`config.mk`:
```
export PLATFORM = sky130hd
export DESIGN_NAME = reloj_display_scan
export DESIGN_NICKNAME = d
export VERILOG_FILES = /design/src/rtl/reloj_display_scan.sv
export SDC_FILE = /design/constraint.sdc
export NUM_CORES = 1
export LEC_CHECK = 0
export BUFFER_PORTS_ARGS = -buffer_cell sky130_fd_sc_hd__clkbuf_2
export CAP_MARGIN = 20
export CORE_MARGIN = 10
export CORE_UTILIZATION = 45
export CTS_BUF_LIST = sky130_fd_sc_hd__clkbuf_16
export CTS_CLUSTER_DIAMETER = 40
export DETAILED_ROUTE_END_ITERATION = 10
export GPL_ROUTABILITY_DRIVEN = 0
export RECOVER_POWER = 100
export SYNTH_ARGS = -nofsm -noshare
export SYNTH_HDL_FRONTEND = slang
export SYNTH_SLANG_ARGS = --single-unit
```
`constraint.sdc`:
```
create_clock -name clk -period 3.4 [get_ports clk]
set_input_delay 0.17 -clock clk [delete_from_list [all_inputs] [get_ports clk]]
set_output_delay 0.17 -clock clk [all_outputs]
set_load 0.02 [all_outputs]
```
`src/rtl/reloj_display_scan.sv`:
```
// reloj_display_scan
//   Reader side of the reloj time bus. Captures the HH:MM BCD time published by reloj and
//   scans it onto a 4-digit multiplexed common-anode 7-segment display. The displayed value
//   is only reloaded at frame boundaries, so a digit never tears mid-frame. All anodes are
//   switched off between digits to suppress ghosting, and the colon (dp of digit 2) blinks
//   by toggling on each second tick.
//
//   Optional feature macro: LEADING_ZERO_BLANK_EN
//     When defined, digit 3 (hour tens) stays dark during its slot if it is zero.
//
// Ports
//   clk        in   1   system clock
//   rst_n      in   1   synchronous active-low reset
//   time_bcd   in  16   {h_tens, h_units, m_tens, m_units}, BCD
//   time_valid in   1   strobe: time_bcd carries a new value
//   sec_tick   in   1   strobe once per second
//   an         out  4   anode enables, active-low, an[0] = m_units .. an[3] = h_tens
//   seg        out  7   {g,f,e,d,c,b,a}, active-low
//   dp         out  1   colon, active-low
module reloj_display_scan #(
   parameter int unsigned SCAN_DIV = 50000,
   parameter int unsigned GAP_CYC  = 500
) (
   input  logic        clk,
   input  logic        rst_n,
   input  logic [15:0] time_bcd,
   input  logic        time_valid,
   input  logic        sec_tick,
   output logic [3:0]  an,
   output logic [6:0]  seg,
   output logic        dp
);

   localparam int unsigned MAX_CYC = (SCAN_DIV > GAP_CYC) ? SCAN_DIV : GAP_CYC;
   localparam int unsigned PW      = $clog2(MAX_CYC) + 1;

   localparam logic [PW-1:0] SHOW_LAST = PW'(SCAN_DIV - 1);
   localparam logic [PW-1:0] GAP_LAST  = (GAP_CYC == 0) ? '0 : PW'(GAP_CYC - 1);

   localparam logic [1:0] ST_IDLE = 2'd0;
   localparam logic [1:0] ST_SHOW = 2'd1;
   localparam logic [1:0] ST_GAP  = 2'd2;

   localparam logic [3:0] AN_OFF  = 4'b1111;
   localparam logic [6:0] SEG_OFF = 7'h7F;

   logic [1:0]    state_q, state_d;
   logic [1:0]    idx_q, idx_d;
   logic [PW-1:0] presc_q, presc_d;
   logic [15:0]   cap_q, cap_d;
   logic [15:0]   disp_q, disp_d;
   logic          have_time_q, have_time_d;
   logic          colon_q, colon_d;
   logic          advance;

   logic [3:0]    an_d;
   logic [6:0]    seg_d;
   logic          dp_d;
   logic [3:0]    digit;

   function automatic logic [6:0] bcd_to_seg(input logic [3:0] d);
      logic [6:0] s;
      case (d)
         4'd0:    s = 7'h40;
         4'd1:    s = 7'h79;
         4'd2:    s = 7'h24;
         4'd3:    s = 7'h30;
         4'd4:    s = 7'h19;
         4'd5:    s = 7'h12;
         4'd6:    s = 7'h02;
         4'd7:    s = 7'h78;
         4'd8:    s = 7'h00;
         4'd9:    s = 7'h10;
         default: s = 7'h3F; // non-BCD nibble: dash (g only)
      endcase
      return s;
   endfunction

   // Capture, colon toggle and scan sequencing
   always_comb begin
      state_d     = state_q;
      idx_d       = idx_q;
      presc_d     = presc_q;
      cap_d       = cap_q;
      disp_d      = disp_q;
      have_time_d = have_time_q;
      colon_d     = colon_q;
      advance     = 1'b0;

      if (time_valid) begin
         cap_d       = time_bcd;
         have_time_d = 1'b1;
      end

      if (sec_tick) begin
         colon_d = ~colon_q;
      end

      case (state_q)
         ST_IDLE: begin
            if (have_time_q) begin
               state_d = ST_SHOW;
               disp_d  = cap_q;
               idx_d   = 2'd0;
               presc_d = '0;
            end
         end
         ST_SHOW: begin
            if (presc_q == SHOW_LAST) begin
               presc_d = '0;
               if (GAP_CYC == 0) begin
                  advance = 1'b1;
               end else begin
                  state_d = ST_GAP;
               end
            end else begin
               presc_d = presc_q + 1'b1;
            end
         end
         ST_GAP: begin
            if (presc_q == GAP_LAST) begin
               presc_d = '0;
               state_d = ST_SHOW;
               advance = 1'b1;
            end else begin
               presc_d = presc_q + 1'b1;
            end
         end
         default: begin
            state_d = ST_IDLE;
         end
      endcase

      if (advance) begin
         idx_d = idx_q + 2'd1;
         // Frame boundary: reload the shown value; a strobe in this very cycle wins.
         if (idx_q == 2'd3) begin
            disp_d = time_valid ? time_bcd : cap_q;
         end
      end
   end

   // Output decode from the current state; registered below for glitch-free pins
   always_comb begin
      an_d  = AN_OFF;
      seg_d = SEG_OFF;
      dp_d  = 1'b1;
      digit = disp_q[{idx_q, 2'b00} +: 4];

      if (state_q == ST_SHOW) begin
         an_d  = ~(4'b0001 << idx_q);
         seg_d = bcd_to_seg(digit);
         dp_d  = (idx_q == 2'd2) ? ~colon_q : 1'b1;
`ifdef LEADING_ZERO_BLANK_EN
         if (idx_q == 2'd3 && digit == 4'd0) begin
            an_d  = AN_OFF;
            seg_d = SEG_OFF;
         end
`endif
      end
   end

   always_ff @(posedge clk) begin
      if (!rst_n) begin
         state_q     <= ST_IDLE;
         idx_q       <= 2'd0;
         presc_q     <= '0;
         cap_q       <= 16'h0000;
         disp_q      <= 16'h0000;
         have_time_q <= 1'b0;
         colon_q     <= 1'b0;
         an          <= AN_OFF;
         seg         <= SEG_OFF;
         dp          <= 1'b1;
      end else begin
         state_q     <= state_d;
         idx_q       <= idx_d;
         presc_q     <= presc_d;
         cap_q       <= cap_d;
         disp_q      <= disp_d;
         have_time_q <= have_time_d;
         colon_q     <= colon_d;
         an          <= an_d;
         seg         <= seg_d;
         dp          <= dp_d;
      end
   end

endmodule

```
==> qor.yml, run 1 <==
cts:
  cts_tree: "yes"
  clkTransAtPathRegs_ps: 60
  cts_resized: 0
  cts_buffers: 9
  cts_num_sinks: 67
  ctsHtreeMaxLevel: 3
  cts_hold_buf: 0
  cts_root_buffer: "clkbuf_16"
  clkLatencyLatePin_ps: 320
  cts_setup_buffers: 0
  ctsLongestPathBuffers: 2
worst_setup_path:
  critical_path_required_ps: 3590
  rrSetupSlack_ps: 890
  cp.arrival_ps: 2700
  critPathKind: "reg -> reg"
  cp_max_fo: 7
  cp-end-kind: "flip-flop"
  startpoint_type: "flip-flop"
logic_synthesis:
  yosysSeqAreaShare: 0.422
  ys_types: 40
  yosys_warnings: 0
  syn_area_um2: 3180
  synth_area_leaders: "dfxtp_1 (42%), nand3_1 (7.9%), nand2_1 (6.5%), mux2i_1 (6.0%), ha_1 (5.5%)"
  ys_ff_latch: 67
  yosysTopAreaCell: "dfxtp_1"
  syn-num-nets: 395
  netlist_instances: 361
  syn_area_per_cell_um2: 8.80
  synth_top_cell_area_share: 0.422
placement:
  place.detailed.hpwl_um: 4470
  portBuffers: 31
  placed_area_um2: 3350
  dp.cells: 470
  dpl_worst_slack_ps: 950
finish:
  stdcell_count: 486
  design_area_um2: 3650
  syn_to_final_growth_pct: 14.9
  finalNetCount: 419
  mostFrequentLayoutCell: "dfxtp_1"
  final_cell_mix: "dfxtp_1 (67), nand2_1 (55), nand3_1 (50), and3_1 (21), mux2i_1 (19)"
  n_antenna_cell: 0
  num-fill-cells: 660
  postLayoutCoreUtil: 0.535
  drive_above_1_share: 0.103
floorplanning:
  die_w_um: 104
  dieArea_um2: 10800
  io_pins: 32
  coreArea_um2: 6830
  die_h_um: 104
  rows: 30
  start_util: 0.465
timing:
  rsz0062_at_grt: "no"
  finalHoldViolations: 0
  relSlewSlack: -0.216
  slew_violations: 53
  finalSetupViolations: 0
  fin_crit_ps: 2510
  holdWs_ps: 130
  max_freq_mhz: 398
  worstMarginPinSlew_ps: 1820
  finalCritPeriodShare: 0.740
  finClkSkew_ps: 5.85
  fin_tns_setup_ps: 0
  setup_ws_ps: 885
power:
  p_leak_nw: 1.50
  peakVddDrop_mv: 0.289
  power_density_nw_per_um2: 617
  p_total_mw: 2.25
routing:
  vias: 2541
  drc: 0
  drt-pass1-iter-count: 4
  totalWireLength_um: 6690
  wl_per_cell_um: 13.8
  drt-initial-drc-count: 154
  viasPerCell: 5.23
  antenna_left: 0
run_status:
  violations: "max-capacitance violations, max-slew violations"
  status: "finished, violations left"
global_routing:
  antenna_found_initial: 0
  grt_max_degree: 53
  grt.total_usage: 0.126
  grt_pass1_vias: 2426
  grt_pass1_wl_um: 11600
  overflow: 0
worst_hold_path:
  hp-class: "in -> reg"
run:
  cap_violations: 1
[layout make-up]
class | count | area, um^2 | share of cell area
multi-input cells | 263 | 1660 | 0.455
clock buffers | 9 | 225 | 0.0617
flip-flops and latches | 67 | 1340 | 0.367
inverters | 11 | 41.3 | 0.0113
clock inverters | 7 | 109 | 0.0298
repair buffers | 33 | 154 | 0.0421
well taps | 96 | 120 | 0.0329
[kinds of logic after synthesis]
family | count (synthesis) | share of synthesized area
AOI/OAI and AO/OA | 37 | 0.0744
DFF | 67 | 0.422
buffers and inverters | 31 | 0.0504
and+or+nand+nor | 181 | 0.288
adders and majority gates | 14 | 0.0551
muxes | 23 | 0.0882
xor gates and xnor gates | 8 | 0.0220
[metal layers]
metal	routed length, um	track usage	vias to the layer above
met5	0	0	-
li1	-	-	1298
met4	93	0.0577	0
met2	2840	0.176	61
met1	3380	0.174	1172
met3	385	0.0353	10
[synth_stat cells, drive strengths merged]
cell type,n
a21boi,3
a21oi,8
a31oi,5
a32oi,1
a41oi,2
and2,2
and3,21
buf,8
clkbuf,12
dfxtp,67
ha,14
inv,11
mux2i,19
mux4,4
nand2,55
nand2b,5
nand3,52
nand4,3
nor2,17
nor2b,17
nor3,3
nor4,2
nor4b,2
nor4bb,1
o21a,3
o21ai,12
o2bb2ai,1
o311ai,1
o32ai,1
or4,1
xnor2,4
xor2,4
[sequential cells by signal, indices dropped and copies added (netlist names), 2 cells and up]
name and count:
presc_q 17, state_q 2, idx_q 2, an 4, cap_q 16, seg 7
disp_q 16
[report_power, final]
part           switching (mW)  total (mW)  leakage (nW)  internal, mW
Combinational           0.244       0.358         0.785         0.115
Sequential             0.0277       0.863         0.546         0.836
Clock                   0.326        1.03         0.166         0.708
[worst paths after layout]
kind                            from                       to  depth (start not counted)
min                      time_bcd[6]      cap_q[6]$_SDFF_PN0_                          3
min reg2reg     colon_q$_SDFFE_PN0P_            dp$_SDFF_PN1_                          1
max reg2reg  presc_q[0]$_SDFFE_PN0P_  presc_q[7]$_SDFFE_PN0P_                          7
max          presc_q[0]$_SDFFE_PN0P_  presc_q[7]$_SDFFE_PN0P_                          7
[critical path: stages (launching register included)]
cell	delay (ps)
dfxtp_1	370
ha_1	230
nor4bb_1	300
nand3_1	140
o21ai_0	290
a21boi_0	320
o21ai_0	610
nor2_1	110
No activity file was read; power rests on OpenSTA's default activity.
==> run 2, diff against run 1 <==
ABC_AREA = 1   (was not set)
clock period = 2.4 ns   (was 3.4 ns; I/O delays follow)
==> qor.yml, run 2 <==
logic_synthesis:
  yosys-top-cells-count: "nand2_1 (154), dfxtp_1 (67), nor2_1 (62)"
  yosysTopAreaCell: "dfxtp_1"
  yosysSeqAreaShare: 0.393  # -0.0288
  synth_edf_count: 0  # unchanged
  ys_types: 26  # -35%
  synth_most_common_cell: "nand2_1"
  synth_top_cell_area_share: 0.393  # -0.0288
  synthAdderAreaFrac: 0.0514  # -0.00376
  syn-num-nets: 539  # +36%
  syn_area_per_cell_um2: 6.75  # -23%
  synth-xor-area-share: 0.0180  # -0.00407
  synth_area_leaders: "dfxtp_1 (39%), nand2_1 (17%), nor2_1 (6.8%), inv_1 (6.6%), o21ai_0 (6.3%)"
  synthMuxAreaShare: 0  # -0.0882
  yosys_warnings: 0  # unchanged
  netlist_instances: 505  # +40%
  synth_top_family_by_area: "simple AND/OR/NAND/NOR gates"
  async_flop_share: 0  # unchanged
  synth_compound_area_frac: 0.134  # +0.0599
  ys_ff_latch: 67  # unchanged
  ys.flop_type: "dfxtp_1"
  synthSimpleGateAreaFrac: 0.307  # +0.0196
  syn_area_um2: 3410  # +7.3%
finish:
  top_register: "presc_q"
  n_antenna_cell: 0  # unchanged
  syn_to_final_growth_pct: 13.2
  drive_above_1_share: 0.0882  # -0.0143
  mostFrequentLayoutCell: "nand2_1"
  final_cell_mix: "nand2_1 (157), dfxtp_1 (67), nor2_1 (63), inv_1 (62), o21ai_0 (43)"
  postLayoutCoreUtil: 0.527  # -0.00790
  finalNetCount: 573  # +37%
  design_area_um2: 3860  # +5.7%
  reg_top3: "presc_q x17, cap_q x16, disp_q x16"
  stdcell_count: 643  # +32%
  largest_reg_flops: 17  # unchanged
routing:
  drt-initial-drc-count: 108  # -30%
  drc: 0  # unchanged
  antenna_left: 0  # unchanged
  viasPerCell: 4.65  # -11%
  wl_per_cell_um: 12.0  # -13%
  vias: 2993  # +18%
  totalWireLength_um: 7730  # +15%
  drt-pass1-iter-count: 5  # +1
cts:
  cts_tree: "yes"
  cts_setup_buffers: 0  # unchanged
  clkLatencyLatePin_ps: 330  # about the same
  clkTransAtPathRegs_ps: 60  # about the same
  cts_num_sinks: 67  # unchanged
  cts_buffers: 9  # unchanged
  ctsLongestPathBuffers: 2  # unchanged
  cts_resized: 0  # unchanged
  cts_root_buffer: "clkbuf_16"
  ctsHtreeMaxLevel: 3  # unchanged
  cts_hold_buf: 0  # unchanged
timing:
  finClkSkew_ps: 6.77  # +0.927 ps
  worstMarginPinSlew_ps: 840  # -985 ps
  rsz0062_at_grt: "no"
  setup_ws_ps: 264  # -621 ps
  slew_violations: 0  # -100%
  finalSetupViolations: 0  # unchanged
  finalHoldViolations: 0  # unchanged
  max_freq_mhz: 468  # +18%
  fin_crit_ps: 2140  # -379 ps
  fin_tns_setup_ps: 0  # unchanged
  finalCritPeriodShare: 0.890  # +0.150
  relSlewSlack: 0.439  # +0.656
worst_setup_path:
  cp_top_family: "simple AND/OR/NAND/NOR gates"
  cp_slowest_cell: "dfxtp_1"
  startpoint_type: "flip-flop"
  cp_cell_sequence: "clkinv_1 > nand2_1 > nand3_1 > nand2_1 > inv_1 > ha_1 > or2_2 > nand3_1 > nand2_1"
  cp_max_fo: 13  # +6
  critical_path_depth: 9  # +2
  critPathKind: "reg -> reg"
  slowest_delay_ps: 540  # -70 ps
  cp-end-kind: "flip-flop"
  critical_path_required_ps: 2610  # -980 ps
  cp.arrival_ps: 2340  # -360 ps
  reg2reg_depth: 9  # +2
  crit_buf_inv: 2  # +2
  cp_common_cell: "nand2_1"
floorplanning:
  die_w_um: 107  # +2.9%
  dieArea_um2: 11500  # +5.9%
  coreArea_um2: 7330  # +7.3%
  die_h_um: 107  # +2.9%
  io_pins: 32  # unchanged
  start_util: 0.465  # about the same
  rows: 31  # +3.3%
placement:
  dpl_worst_slack_ps: 305  # -645 ps
  portBuffers: 31  # unchanged
  dp.cells: 627  # +33%
  placed_area_um2: 3650  # +9.0%
  place.detailed.hpwl_um: 5580  # +25%
run_status:
  status: "finished clean"
global_routing:
  grt.total_usage: 0.142  # +0.0158
  overflow: 0  # unchanged
  grt_pass1_vias: 2894  # +19%
  grt_max_degree: 35  # -34%
  antenna_found_initial: 0  # unchanged
  grt_pass1_wl_um: 13400  # +16%
run:
  cap_violations: 0  # -1
power:
  power_density_nw_per_um2: 840  # +36%
  p_leak_nw: 1.67  # +12%
  peakVddDrop_mv: 0.441  # +52%
worst_hold_path:
  hp-class: "in -> reg"
  min_path_cells: 3  # unchanged
[run 2: changes by cell type after synthesis, sizes merged, moves of 5 or more]
| cell | previous run | this run |
|---|---|---|
| nand2 | 55 | 161 |
| inv | 11 | 61 |
| nor2 | 17 | 64 |
| o21ai | 12 | 44 |
| nand3 | 52 | 25 |
| a21oi | 8 | 34 |
| and3 | 21 | 0 |
| mux2i | 19 | 0 |
| nor2b | 17 | 0 |
| a31oi | 5 | 0 |
| nand2b | 5 | 0 |
[run 2: per-layer routing]
metal	vias up	global-route usage	wire (um)
li1	1638	-	-
met1	1303	0.189	4020
met2	43	0.211	3320
met3	9	0.0323	302
met4	0	0.0677	85
met5	-	0	0
[run 2: report_power, final]
part	internal, mW	leakage, nW	switching (mW)	total, mW
registers	1.21	0.547	0.0470	1.26
logic	0.221	0.984	0.507	0.728
clock network	0.790	0.141	0.471	1.26
[run 2: logic make-up after synthesis]
group / after synthesis
compound gates: 82
flops: 67
buf+inv: 78
fa+ha+maj: 14
simple gates: 257
xor+xnor: 7
[run 2: worst register-to-register path, stage by stage (launching register included)]
cell and delay, ps:
dfxtp_1 540, clkinv_1 340, nand2_1 140, nand3_1 80, nand2_1 170, inv_1 110
ha_1 210, or2_2 300, nand3_1 70, nand2_1 50
[run 2: worst paths after layout]
| check | slack (ps) | end | start |
|---|---|---|---|
| min reg2reg | 420 | dp$_SDFF_PN1_ | colon_q$_SDFFE_PN0P_ |
| max | 260 | seg[5]$_SDFF_PN1_ | idx_q[0]$_SDFFE_PN0P_ |
| max reg2reg | 260 | seg[5]$_SDFF_PN1_ | idx_q[0]$_SDFFE_PN0P_ |
| min | 40 | colon_q$_SDFFE_PN0P_ | sec_tick |
[run 2: metrics by stage]
step / power, mW / hold slack, ps
2_1_floorplan: 1.83 / 257
3_3_place_gp: 2.04 / 366
3_5_place_dp: 2.05 / 378
4_1_cts: 3.32 / 33.1
5_1_grt: 3.44 / 57.9
6_report: 3.24 / 39.7
[run 2: layout make-up]
class / count / area (um^2)
multi-input cells: 360 / 1690
clock inverters: 7 / 61.3
inverters: 64 / 240
fillers: 779 / 3470
repair buffers: 37 / 181
well taps: 99 / 124
flip-flops and latches: 67 / 1340
clock buffers: 9 / 225
==> run 3, diff against run 2 <==
CORE_UTILIZATION = 25   (was 45)
==> qor.yml, run 3 (same netlist as run 2, synthesis figures left out) <==
worst_setup_path:
  r2r_start: "presc_q[0]$_SDFFE_PN0P_"
  startpoint: "presc_q[0]$_SDFFE_PN0P_"
  cp-end-kind: "flip-flop"
  startpoint_type: "flip-flop"
  rrSetupSlack_ps: 500  # +230 ps
  slowest_delay_ps: 380  # -160 ps
  critical_path_required_ps: 2600  # about the same
  cp.arrival_ps: 2110  # -230 ps
  critPathKind: "reg -> reg"
  cp_slowest_cell: "dfxtp_1"
  cp_max_fo: 17  # +4
  cp_cell_sequence: "ha_1 > nand3_1 > nor2_2 > nand2_2 > nor2_1 > nand2_4 > clkinv_2 > a21oi_1"
timing:
  slew_violations: 0  # unchanged
  max_freq_mhz: 526  # +12%
  finClkSkew_ps: 9.69  # +2.92 ps
  holdWs_ps: 29.8  # -9.88 ps
  worstMarginPinSlew_ps: 825  # -15.1 ps
  finalHoldViolations: 0  # unchanged
  fin_crit_ps: 1900  # -234 ps
  relSlewSlack: 0.450  # +0.0101
  finalSetupViolations: 0  # unchanged
  rsz0062_at_grt: "no"
  fin_tns_setup_ps: 0  # unchanged
  finalCritPeriodShare: 0.793  # -0.0975
floorplanning:
  rows: 42  # +35%
  die_w_um: 137  # +28%
  die_h_um: 137  # +28%
  dieArea_um2: 18700  # +63%
  io_pins: 32  # unchanged
  start_util: 0.257  # -0.209
  coreArea_um2: 13300  # +81%
cts:
  cts_resized: 0  # unchanged
  cts_hold_buf: 0  # unchanged
  cts_buffers: 9  # unchanged
  cts_root_buffer: "clkbuf_16"
  clkLatencyLatePin_ps: 330  # about the same
  clkTransAtPathRegs_ps: 50  # about the same
  cts_num_sinks: 67  # unchanged
  ctsLongestPathBuffers: 2  # unchanged
  ctsHtreeMaxLevel: 3  # unchanged
  cts_tree: "yes"
  cts_setup_buffers: 0  # unchanged
global_routing:
  grt_pass1_wl_um: 13300  # -0.83%
  overflow: 0  # unchanged
  grt_max_degree: 35  # unchanged
  grt.total_usage: 0.0886  # -0.0532
  grt_pass1_vias: 2764  # -4.5%
  antenna_found_initial: 0  # unchanged
worst_hold_path:
  hp-class: "in -> reg"
  holdCritStartpoint: "sec_tick"
routing:
  drc: 0  # unchanged
  vias: 2975  # -0.60%
  totalWireLength_um: 7820  # +1.2%
  wl_per_cell_um: 10.8  # -9.7%
  antenna_left: 0  # unchanged
  drt-pass1-iter-count: 4  # -1
  drt-initial-drc-count: 201  # +86%
  viasPerCell: 4.13  # -11%
placement:
  place.detailed.hpwl_um: 5780  # +3.7%
  placed_area_um2: 3750  # +2.8%
  dp.cells: 705  # +12%
  portBuffers: 31  # unchanged
run_status:
  status: "finished clean"
finish:
  mostFrequentLayoutCell: "nand2_1"
  drive_above_1_share: 0.0954  # +0.00718
  num-fill-cells: 1442  # +85%
  stdcell_count: 721  # +12%
  regArea_um2: 1340  # unchanged
  largest_reg_flops: 17  # unchanged
  multi_input_area_um2: 1700  # +0.74%
  n_antenna_cell: 0  # unchanged
  reg_top3: "presc_q x17, cap_q x16, disp_q x16"
  top_register: "presc_q"
  syn_to_final_growth_pct: 17.6
  design_area_um2: 4010  # +3.9%
  finalNetCount: 574  # +0.17%
  final_cell_mix: "nand2_1 (156), dfxtp_1 (67), nor2_1 (63), inv_1 (60), o21ai_0 (43)"
run:
  cap_violations: 0  # unchanged
power:
  power_density_nw_per_um2: 849  # +1.0%
  peakVddDrop_mv: 0.308  # -30%
  p_leak_nw: 1.71  # +2.5%
-- run 3: cell count changes in the layout (fill, tap and decap cells not counted), sizes merged --
cell | before | now
bufinv | 1 | 2
inv | 64 | 62
clkinv | 4 | 7
buf | 5 | 6
clkinvlp | 2 | 0
-- run 3: power breakdown --
group	switching [mW]	internal (mW)	leakage, nW	total (mW)
Combinational	0.509	0.235	1.01	0.744
Clock	0.499	0.907	0.157	1.41
Sequential	0.0470	1.21	0.547	1.26
Total	1.05	2.35	1.71	3.41
-- run 3: final cells by class --
cell class / count / area share
clock inverter: 7 / 0.0228
tap: 176 / 0.0549
inverter: 64 / 0.0602
clock buffer: 9 / 0.0561
multi-input combinational: 360 / 0.424
sequential: 67 / 0.334
timing repair buffer: 38 / 0.0477
-- run 3: metal layers --
metal  share of wire  wire length (um)  global-route usage  up-vias
met4           0.024               188              0.0451        0
met2            0.42              3310               0.132       43
met3           0.038               299              0.0286       13
met5               0                 0                   0        -
li1                -                 -                   -     1646
met1            0.51              4020               0.112     1273
-- run 3: critical path: cells and delay by family (launching register included) --
family | cells | cell delay, ps
simple gates | 5 | 790
flops | 1 | 380
buf+inv | 1 | 260
fa+ha+maj | 1 | 230
compound gates | 1 | 110
-- run 3: metrics by stage --
step | util | setup WS, ps | power (mW)
final | 0.302 | 498 | 3.41
after global routing | 0.302 | 325 | 3.62
after CTS | 0.306 | 633 | 3.47
after detailed placement | 0.282 | 650 | 2.05
after global placement | 0.282 | 620 | 2.05
after floorplan | - | 772 | 1.83
-- run 3: path summary, 6_finish.rpt --
path,to,cells after the start
worst max register to register,disp_q[1]$_SDFF_PN0_,8
worst max-delay path,disp_q[1]$_SDFF_PN0_,8
worst min register to register,dp$_SDFF_PN1_,1
worst min-delay path,colon_q$_SDFFE_PN0P_,3
